[config.mk]
export PLATFORM = sky130hd
export DESIGN_NAME = muldiv_hilo_unit
export DESIGN_NICKNAME = d
export VERILOG_FILES = /design/src/rtl/muldiv_pkg.sv /design/src/rtl/mdu_iter_core.sv /design/src/rtl/muldiv_hilo_unit.sv
export SDC_FILE = /design/constraint.sdc
export NUM_CORES = 1
export LEC_CHECK = 0
export CAP_MARGIN = 30
export CORE_ASPECT_RATIO = 0.75
export CORE_MARGIN = 10
export CORE_UTILIZATION = 45
export CTS_CLUSTER_DIAMETER = 150
export DETAILED_ROUTE_END_ITERATION = 10
export HOLD_SLACK_MARGIN = 0.12
export PLACE_DENSITY = 0.63
export SYNTH_ARGS = -nofsm -noshare
export SYNTH_HDL_FRONTEND = slang
export SYNTH_HIERARCHICAL = 1
export SYNTH_SLANG_ARGS = --single-unit
export TNS_END_PERCENT = 100
[constraint.sdc]
create_clock -name clk -period 5.8 [get_ports clk]
set_clock_uncertainty 0.2 [all_clocks]
set_input_delay 1.45 -clock clk [delete_from_list [all_inputs] [get_ports clk]]
set_output_delay 1.45 -clock clk [all_outputs]
set_load 0.02 [all_outputs]
[src/rtl/muldiv_pkg.sv]
// muldiv_pkg: op codes, FSM states and op-class helpers for the multiply/divide unit
package muldiv_pkg;
  localparam logic [3:0] OP_MULT  = 4'd0;
  localparam logic [3:0] OP_MULTU = 4'd1;
  localparam logic [3:0] OP_DIV   = 4'd2;
  localparam logic [3:0] OP_DIVU  = 4'd3;
  localparam logic [3:0] OP_MADD  = 4'd4;
  localparam logic [3:0] OP_MADDU = 4'd5;
  localparam logic [3:0] OP_MSUB  = 4'd6;
  localparam logic [3:0] OP_MSUBU = 4'd7;
  localparam logic [3:0] OP_MTHI  = 4'd8;
  localparam logic [3:0] OP_MTLO  = 4'd9;
  typedef enum logic [1:0] {IDLE = 2'd0, CALC = 2'd1, FIX = 2'd2} mduState;
  function automatic logic is_signed(input logic [3:0] op);
    return !op[0] && !op[3];
  endfunction
  function automatic logic is_div(input logic [3:0] op);
    return op[3:1] == 3'b001;
  endfunction
  function automatic logic is_acc(input logic [3:0] op);
    return op[3:2] == 2'b01;
  endfunction
  function automatic logic is_sub(input logic [3:0] op);
    return op[3:1] == 3'b011;
  endfunction
endpackage

[src/rtl/mdu_iter_core.sv]
// mdu_iter_core: shared 2*WIDTH shift register and WIDTH+1-bit adder doing one
// shift-add multiply or restoring shift-subtract divide step per enabled cycle
module mdu_iter_core #(
  parameter int WIDTH = 32
) (
  input  logic               clk,
  input  logic               rst,
  input  logic               load,
  input  logic               en,
  input  logic               isDiv,
  input  logic [WIDTH-1:0]   initLo,
  input  logic [WIDTH-1:0]   initM,
  output logic [2*WIDTH-1:0] prod
);
  logic [WIDTH-1:0] m;
  logic [WIDTH:0] addA, addB, sum;
  // divide subtracts m via inverted operand plus carry-in; sum[WIDTH] is the borrow
  always_comb begin
    addA = isDiv ? prod[2*WIDTH-1:WIDTH-1] : {1'b0, prod[2*WIDTH-1:WIDTH]};
    addB = isDiv ? ~{1'b0, m} : {1'b0, m & {WIDTH{prod[0]}}};
    sum = addA + addB + {{WIDTH{1'b0}}, isDiv};
  end
  always_ff @(posedge clk or negedge rst)
    if (!rst) begin
      prod <= '0;
      m <= '0;
    end else if (load) begin
      prod <= {{WIDTH{1'b0}}, initLo};
      m <= initM;
    end else if (en)
      prod <= isDiv ? (sum[WIDTH] ? {prod[2*WIDTH-2:0], 1'b0}
                                  : {sum[WIDTH-1:0], prod[WIDTH-2:0], 1'b1})
                    : {sum, prod[WIDTH-1:1]};
endmodule

[src/rtl/muldiv_hilo_unit.sv]
// muldiv_hilo_unit: multi-cycle signed/unsigned MULT/DIV/MADD/MSUB with HI/LO
// registers, MTHI/MTLO writes and a start/busy/done/cancel handshake
module muldiv_hilo_unit
  import muldiv_pkg::*;
#(
  parameter int WIDTH = 32,
  localparam int CNT_W = $clog2(WIDTH + 1)
) (
  input  logic             clk,
  input  logic             rst,
  input  logic             start,
  input  logic [3:0]       op,
  input  logic [WIDTH-1:0] a,
  input  logic [WIDTH-1:0] b,
  input  logic             cancel,
  output logic             busy,
  output logic             done,
  output logic [WIDTH-1:0] hi,
  output logic [WIDTH-1:0] lo
);
  mduState state, nextState;
  logic [3:0] opReg;
  logic [CNT_W-1:0] count;
  logic negRes, negRem, divZero, launch, accept;
  logic [WIDTH-1:0] aMag, bMag, quo, rem;
  logic [2*WIDTH-1:0] prod, prodS, hiLoNext;
  mdu_iter_core #(.WIDTH(WIDTH)) core (
    .clk(clk), .rst(rst), .load(launch), .en(state == CALC), .isDiv(is_div(opReg)),
    .initLo(is_div(op) ? aMag : bMag), .initM(is_div(op) ? bMag : aMag), .prod(prod)
  );
  always_comb begin
    aMag = is_signed(op) && a[WIDTH-1] ? -a : a;
    bMag = is_signed(op) && b[WIDTH-1] ? -b : b;
    accept = state == IDLE && start && !cancel;
    launch = accept && op < OP_MTHI;
    busy = state != IDLE;
    done = state == FIX && !cancel;
    nextState = state;
    if (cancel && state != IDLE) nextState = IDLE;
    else if (launch) nextState = CALC;
    else if (state == CALC && count == CNT_W'(WIDTH - 1)) nextState = FIX;
    else if (state == FIX) nextState = IDLE;
    // divide-by-zero quotient is forced so the sign fix cannot disturb it
    quo = divZero ? '1 : negRes ? -prod[WIDTH-1:0] : prod[WIDTH-1:0];
    rem = negRem ? -prod[2*WIDTH-1:WIDTH] : prod[2*WIDTH-1:WIDTH];
    prodS = negRes ? -prod : prod;
    hiLoNext = is_div(opReg) ? {rem, quo} : !is_acc(opReg) ? prodS :
               is_sub(opReg) ? {hi, lo} - prodS : {hi, lo} + prodS;
  end
  always_ff @(posedge clk or negedge rst)
    if (!rst) begin
      state <= IDLE;
      count <= '0;
      opReg <= '0;
      negRes <= 1'b0;
      negRem <= 1'b0;
      divZero <= 1'b0;
      hi <= '0;
      lo <= '0;
    end else begin
      state <= nextState;
      count <= state == CALC ? count + CNT_W'(1) : '0;
      if (launch) begin
        opReg <= op;
        negRes <= is_signed(op) && (a[WIDTH-1] ^ b[WIDTH-1]);
        negRem <= is_signed(op) && a[WIDTH-1];
        divZero <= b == '0;
      end
      if (done) {hi, lo} <= hiLoNext;
      else if (accept && op == OP_MTHI) hi <= a;
      else if (accept && op == OP_MTLO) lo <= a;
    end
endmodule

==> results of run 1 <==
==> timing repair <==
action,in CTS,in global routing
resized for setup,50,198
setup endpoints to repair,23,30
setup buffers,11,43
pin swaps,25,131
==> final timing paths <==
check	from	end	slack (ns)	depth (start not counted)
min in group asynchronous	rst	count[0]	0.68	1
max reg2reg	core/prod[24]	hi[31]	-0.30	23
max	core/prod[24]	hi[31]	-0.30	23
min reg2reg	count[0]	count[0]	0.26	1
min	count[0]	count[0]	0.26	1
max in group asynchronous	rst	hi[10]	3.54	3
==> sequential cells by signal, indices dropped and copies added, names as in the netlist <==
register	count
count	6
hi	32
core/m	32
state	2
lo	32
negRem	1
negRes	1
opReg	3
divZero	1
core/prod	64
==> cells in the final DEF, fill, tap and decap left out, types with 68 or more instances in the layout <==
cell	Yosys	routed
mux2_2	68	68
mux2i_1	154	152
buf_4	2	471
nor2_1	220	211
clkdlybuf4s50_1	0	136
a21oi_1	247	215
nand2_1	324	319
xnor2_1	129	120
xor2_1	160	154
o21ai_0	252	223
dfrtp_1	174	168
ha_1	101	96
==> Yosys cell counts, drive strengths merged (55+ instances only) <==
| cell | instances |
|---|---|
| inv | 59 |
| mux2i | 154 |
| ha | 101 |
| nor2 | 223 |
| a21oi | 247 |
| xor2 | 162 |
| nand2 | 325 |
| clkbuf | 143 |
| mux2 | 68 |
| o21ai | 269 |
| a211oi | 55 |
| dfrtp | 174 |
| xnor2 | 130 |
==> per-layer routing <==
| layer | global-route usage, % | up-vias | wire [um] |
|---|---|---|---|
| li1 | - | 11400 | - |
| met1 | 42.0 | 12000 | 40700 |
| met2 | 49.7 | 1037 | 42700 |
| met3 | 6.01 | 174 | 7670 |
| met4 | 13.8 | 0 | 4090 |
| met5 | 0 | - | 0 |
==> cell families after synthesis <==
logic type               synth area share, %
multiplexers                            10.7
AND/OR/NAND/NOR                         21.0
buffers and inverters                   4.26
adder cells (fa/ha/maj)                 6.12
XOR/XNOR                                12.0
flip-flops                              20.1
AO/OA/AOI/OAI                           25.9
==> power by group through the flow <==
| stage | logic (mW) | registers (mW) | clock network (mW) |
|---|---|---|---|
| 4_1_cts | 11.4 | 2.01 | 1.26 |
| 5_1_grt | 13.4 | 2.07 | 1.30 |
| 2_1_floorplan | 6.54 | 2.07 | 0 |
| 3_5_place_dp | 11.2 | 2.03 | 0 |
| 6_report | 12.4 | 2.03 | 1.25 |
| 3_3_place_gp | 11.1 | 2.01 | 0 |
==> layout make-up <==
cell class	instances	area, um^2	area share, %
clock inverters	14	178	0.620
diodes	4	10.0	0.0350
flip-flops and latches	174	4360	15.2
multi-input cells	2442	17400	60.7
repair buffers	635	5250	18.3
well taps	639	800	2.79
inverters	61	233	0.813
clock buffers	17	425	1.49
==> run_results.csv, run 1 <==
group,metric,value,unit
outcome,status,"finished with violations",
outcome,violations,"setup timing",
synth,synthesis.nets,3030,
die,die_y,210,um
worst_setup_path,required,5.97,ns
cells_and_area,syn2layout_area_growth,32.4,%
clocking,cts_root_buf,"clkbuf_16",
power,p_switching,7.94,mW
grt,grt_usage,31.7,%
clocking,worstSkewPairLatency,0.48,ns
sta,tns,-0.965,ns
clocking,cts_max_path_buffers,2,
clocking,clk_pin_slew,0.08,ns
worst_setup_path,cp_top_family,"simple AND/OR/NAND/NOR gates",
synth,synth_area,21600,um^2
synth,ys_ff_latch,174,
drt,drt_pass1_iterations,6,
synth,synth_cells,2854,
job,maxCapViolCount,0,
power,p_sw_share,50.5,%
sta,tightest_slew,0.988,ns
sta,rsz0062_at_grt,"true",
cells_and_area,nFillCells,4334,
placement,place.gp.congestion,0.990,
sta,fin_crit,6.10,ns
synth,netlist.area_leader.share,20.1,%
worst_setup_path,path_buf_inv,1,
sta,slew_headroom,34.1,%
synth,synth-seq-area-share,20.1,%
clocking,cts_sinks,174,
power,p_int,7.77,mW
cells_and_area,nNetsFinal,3507,
power,p_leak,11.9,nW
cells_and_area,postLayoutCoreUtil,60.3,%
drt,num_vias,24600,
power,clockPowerShare,7.9,%
power,power_frac_comb,79.1,%
die,rows,69,
grt,antenna_found_initial,4,
worst_setup_path,worstPathCellList,"or4_4 -> or3_4 -> or3_4 -> o21ai_4 -> xor2_2 -> nand3_2 -> buf_6 -> nor4_4 -> and2_4 -> and2_4 -> a41oi_4 -> xor2_1 -> ha_1 -> nand2_1 -> nand2_1 -> a21o_1 -> a21o_1 -> a21oi_2 -> o21ai_1 -> or3_1 -> o31a_1 -> o41a_1 -> a31o_1",
grt,grt_pass1_vias,23400,
die,initial_core_util,45.5,%
drt,route.detailed.drc,0,
sta,hold_viol_final,0,
die,die_x,273,um
synth,synth.distinct_cells,99,
worst_hold_path,worstHoldPathType,"reg -> reg",
sta,setup_viol,9,
placement,pre_cts_ws,-0.465,ns
sta,fin_ws,-0.299,ns
grt,grt_max_degree,100,
sta,hold_slack,0.264,ns
drt,avgViaCountPerCell,6.18,
drt,wl_per_cell,23.9,um
synth,syn_area_per_cell,7.58,um^2
sta,max_freq,0.164,GHz
drt,drt_first_iter_violations,2447,
placement,dpl_cell_area,26600,um^2
cells_and_area,stdcell_count,3986,
die,die_area,57300,um^2
die,coreArea,47500,um^2
grt,grt_pass1_wl,141000,um
synth,yosysTopAreaCell,"dfrtp_1",
power,pwr-share-seq,12.9,%
worst_setup_path,critPathMaxFanout,6,
worst_setup_path,cp_slowest_stage_delay,0.59,ns
synth,synth_edf_count,0,
sta,drv_slew,0,
clocking,cts_buffers,17,
placement,dp_hpwl,74300,um
clocking,cts_tree,"built",
placement,port_buffers,137,
worst_setup_path,cp.arrival,6.27,ns
placement,dpl.cell_count,3899,
power,finalPower,15.7,mW
synth,async_flop_share,100,%
worst_setup_path,cp_slowest_cell,"or4_4",
sta,post-route-period-util,105,%
synth,netlist_top_cells_area,"dfrtp_1, mux2i_1, xor2_1, ha_1, o21ai_0",
cells_and_area,design_area,28600,um^2
clocking,cts_hold_buf,0,
grt,grt_overflow,0,
power,vdd_drop_max,0.000301,V
clocking,htreeDepth,4,
synth,yosys_warnings,6,
worst_setup_path,start_kind,"flop",
power,powerDensity,549,nW/um^2
drt,antenna_left,0,
worst_setup_path,path_class,"reg -> reg",
die,ios,138,
cells_and_area,drive_gt1_share,24.8,%
drt,drt_wl_total,95100,um
worst_setup_path,endpoint_kind,"flop",
synth,synthFlopType,"dfrtp_1",
Note: power is estimated with default switching activity, not from simulation.
==> run 2: changes to the inputs <==
- ABC_AREA: default -> 0
- CORE_UTILIZATION: 45 -> 40
- PLACE_DENSITY: 0.63 -> 0.57
==> run_results.csv, run 2 (synthesis results as in run 1) <==
group,metric,value,unit
outcome,status,"finished with violations",
outcome,violations,"setup timing",
placement,dpl_cell_area,26900,um^2
cells_and_area,design_area,28800,um^2
grt,antenna_found_initial,6,
clocking,htreeDepth,4,
drt,drt_first_iter_violations,2364,
worst_hold_path,hold_end,"count[0]",
drt,drt_pass1_iterations,6,
die,die_y,221,um
worst_setup_path,cp.arrival,6.29,ns
clocking,cts_hold_buf,0,
die,die_area,63900,um^2
worst_hold_path,worstHoldPathType,"reg -> reg",
clocking,cts_tree,"built",
drt,wl_per_cell,23.6,um
placement,pre_cts_ws,-0.529,ns
power,finalPower,15.8,mW
sta,fin_ws,-0.310,ns
drt,antenna_left,0,
power,p_leak,11.9,nW
worst_setup_path,start_kind,"flop",
clocking,cts_sinks,174,
cells_and_area,syn2layout_area_growth,33.2,%
grt,grt_usage,28.9,%
worst_setup_path,reg2reg_from,"core/prod[2]",
drt,top_layer,"met5",
sta,fin_crit,6.11,ns
clocking,cts_buffers,17,
drt,avgViaCountPerCell,6.00,
power,powerDensity,548,nW/um^2
power,vdd_drop_max,0.000264,V
die,rows,73,
worst_setup_path,reg2reg_setup_slack,-0.31,ns
sta,drv_slew,0,
worst_setup_path,critPathMaxFanout,5,
placement,place.gp.congestion,0.955,
cells_and_area,mostFrequentLayoutCells,"buf_4, nand2_1, a21oi_1",
cells_and_area,largest_register,"core/prod",
die,coreArea,53200,um^2
cells_and_area,nNetsFinal,3528,
cells_and_area,postLayoutCoreUtil,54.1,%
grt,grt_overflow,0,
sta,slew_headroom,32.8,%
sta,max_freq,0.164,GHz
worst_hold_path,hold_start,"count[0]",
worst_hold_path,min_path_cells,1,
clocking,clk_pin_slew,0.09,ns
sta,tightest_slew,1.01,ns
sta,rsz0062_at_grt,"true",
sta,setup_viol,15,
worst_setup_path,path_class,"reg -> reg",
drt,wl_met1,41100,um
worst_setup_path,required,5.99,ns
drt,wl_met2,43100,um
drt,route.detailed.drc,0,
drt,wl_met3,7900,um
placement,port_buffers,137,
worst_setup_path,rr_worst_depth,25,
worst_setup_path,r2r-end,"hi[31]",
grt,grt_pass1_vias,23600,
worst_setup_path,endpoint_kind,"flop",
cells_and_area,drive_gt1_share,24.8,%
die,ios,138,
placement,dp_hpwl,76000,um
drt,drt_wl_total,96300,um
drt,num_vias,24500,
grt,grt_pass1_wl,143000,um
die,die_x,289,um
sta,hold_viol_final,0,
grt,grt_max_degree,81,
die,initial_core_util,40.6,%
clocking,cts_max_path_buffers,2,
clocking,worstSkewPairLatency,0.51,ns
sta,post-route-period-util,105,%
cells_and_area,mostFrequentLayoutCell,"buf_4",
clocking,cts_root_buf,"clkbuf_16",
cells_and_area,largest_register_ffs,64,
job,maxCapViolCount,0,
run 2: changes by cell type in the layout (fill, tap and decap cells not counted), moves of 5 or more:
cell	before	now
buf_4	471	505
a21oi_1	215	228
buf_6	25	12
a21oi_2	29	17
nor2_2	3	8
run 2: stage by stage:
step / hold WS [ns] / std cells / setup TNS, ns
6_report: 0.281 / 4079 / -1.61
3_3_place_gp: 0.248 / 3997 / -4.82
3_5_place_dp: 0.270 / 3998 / -6.37
4_1_cts: 0.281 / 4044 / -0.593
5_1_grt: 0.312 / 4077 / -7.73
2_1_floorplan: 0.233 / 2854 / -0.407
run 2: cell type report:
| type | instances | area (um^2) |
|---|---|---|
| Multi-Input combinational cell | 2442 | 17400 |
| Fill cell | 5077 | 24400 |
| Inverter | 61 | 233 |
| Timing Repair Buffer | 656 | 5330 |
| Sequential cell | 174 | 4360 |
| Clock buffer | 17 | 425 |
| Tap cell | 712 | 891 |
| Antenna cell | 2 | 5.00 |
| Clock inverter | 15 | 206 |
run 2: worst max path at each step:
stage | start | endpoint | slack, ns | cells past startpoint
floorplan | core/prod[24] | hi[31] | -0.26 | 26
global placement | core/prod[1] | hi[28] | -0.42 | 25
detailed placement | core/prod[1] | hi[28] | -0.53 | 25
CTS | core/prod[25] | hi[31] | -0.18 | 23
global route | core/prod[2] | hi[31] | -0.54 | 25
finish | core/prod[2] | hi[31] | -0.31 | 25
run 2: power breakdown:
part	total (mW)	switching [mW]	internal (mW)
clock network	1.30	0.672	0.629
registers	2.02	0.474	1.55
logic	12.4	6.80	5.65
total	15.8	7.94	7.83
run 2: critical path, stage by stage, from the launching register on:
cell and delay [ns]:
dfrtp_1 0.51, nor4_4 0.07, buf_4 0.16, and4_1 0.22
a2111oi_1 0.73, mux2i_4 0.17, a211oi_4 0.32, buf_6 0.15
nand4b_4 0.13, nor4_4 0.24, and2_4 0.22, and3_4 0.19
a21oi_1 0.07, xor2_1 0.17, ha_1 0.29, a21o_1 0.18
nand2_1 0.07, nand2_1 0.07, a21o_1 0.19, a21o_1 0.19
a21oi_2 0.17, o21ai_2 0.07, or3_1 0.32, o31a_1 0.36
o41a_1 0.34, a31o_1 0.18
run 2: metal layers:
| metal | global-route usage (%) | vias to the layer above |
|---|---|---|
| li1 | - | 11400 |
| met1 | 37.7 | 11900 |
| met2 | 44.6 | 911 |
| met3 | 7.33 | 185 |
| met4 | 12.3 | 4 |
| met5 | 0 | - |
run 2: repair_timing:
item / 4_1_cts / 5_1_grt
gates resized for setup: 54 / 158
pin swaps: 25 / 91
cloned: 0 / 0
buffers inserted: 14 / 32
setup endpoints to repair: 28 / 37
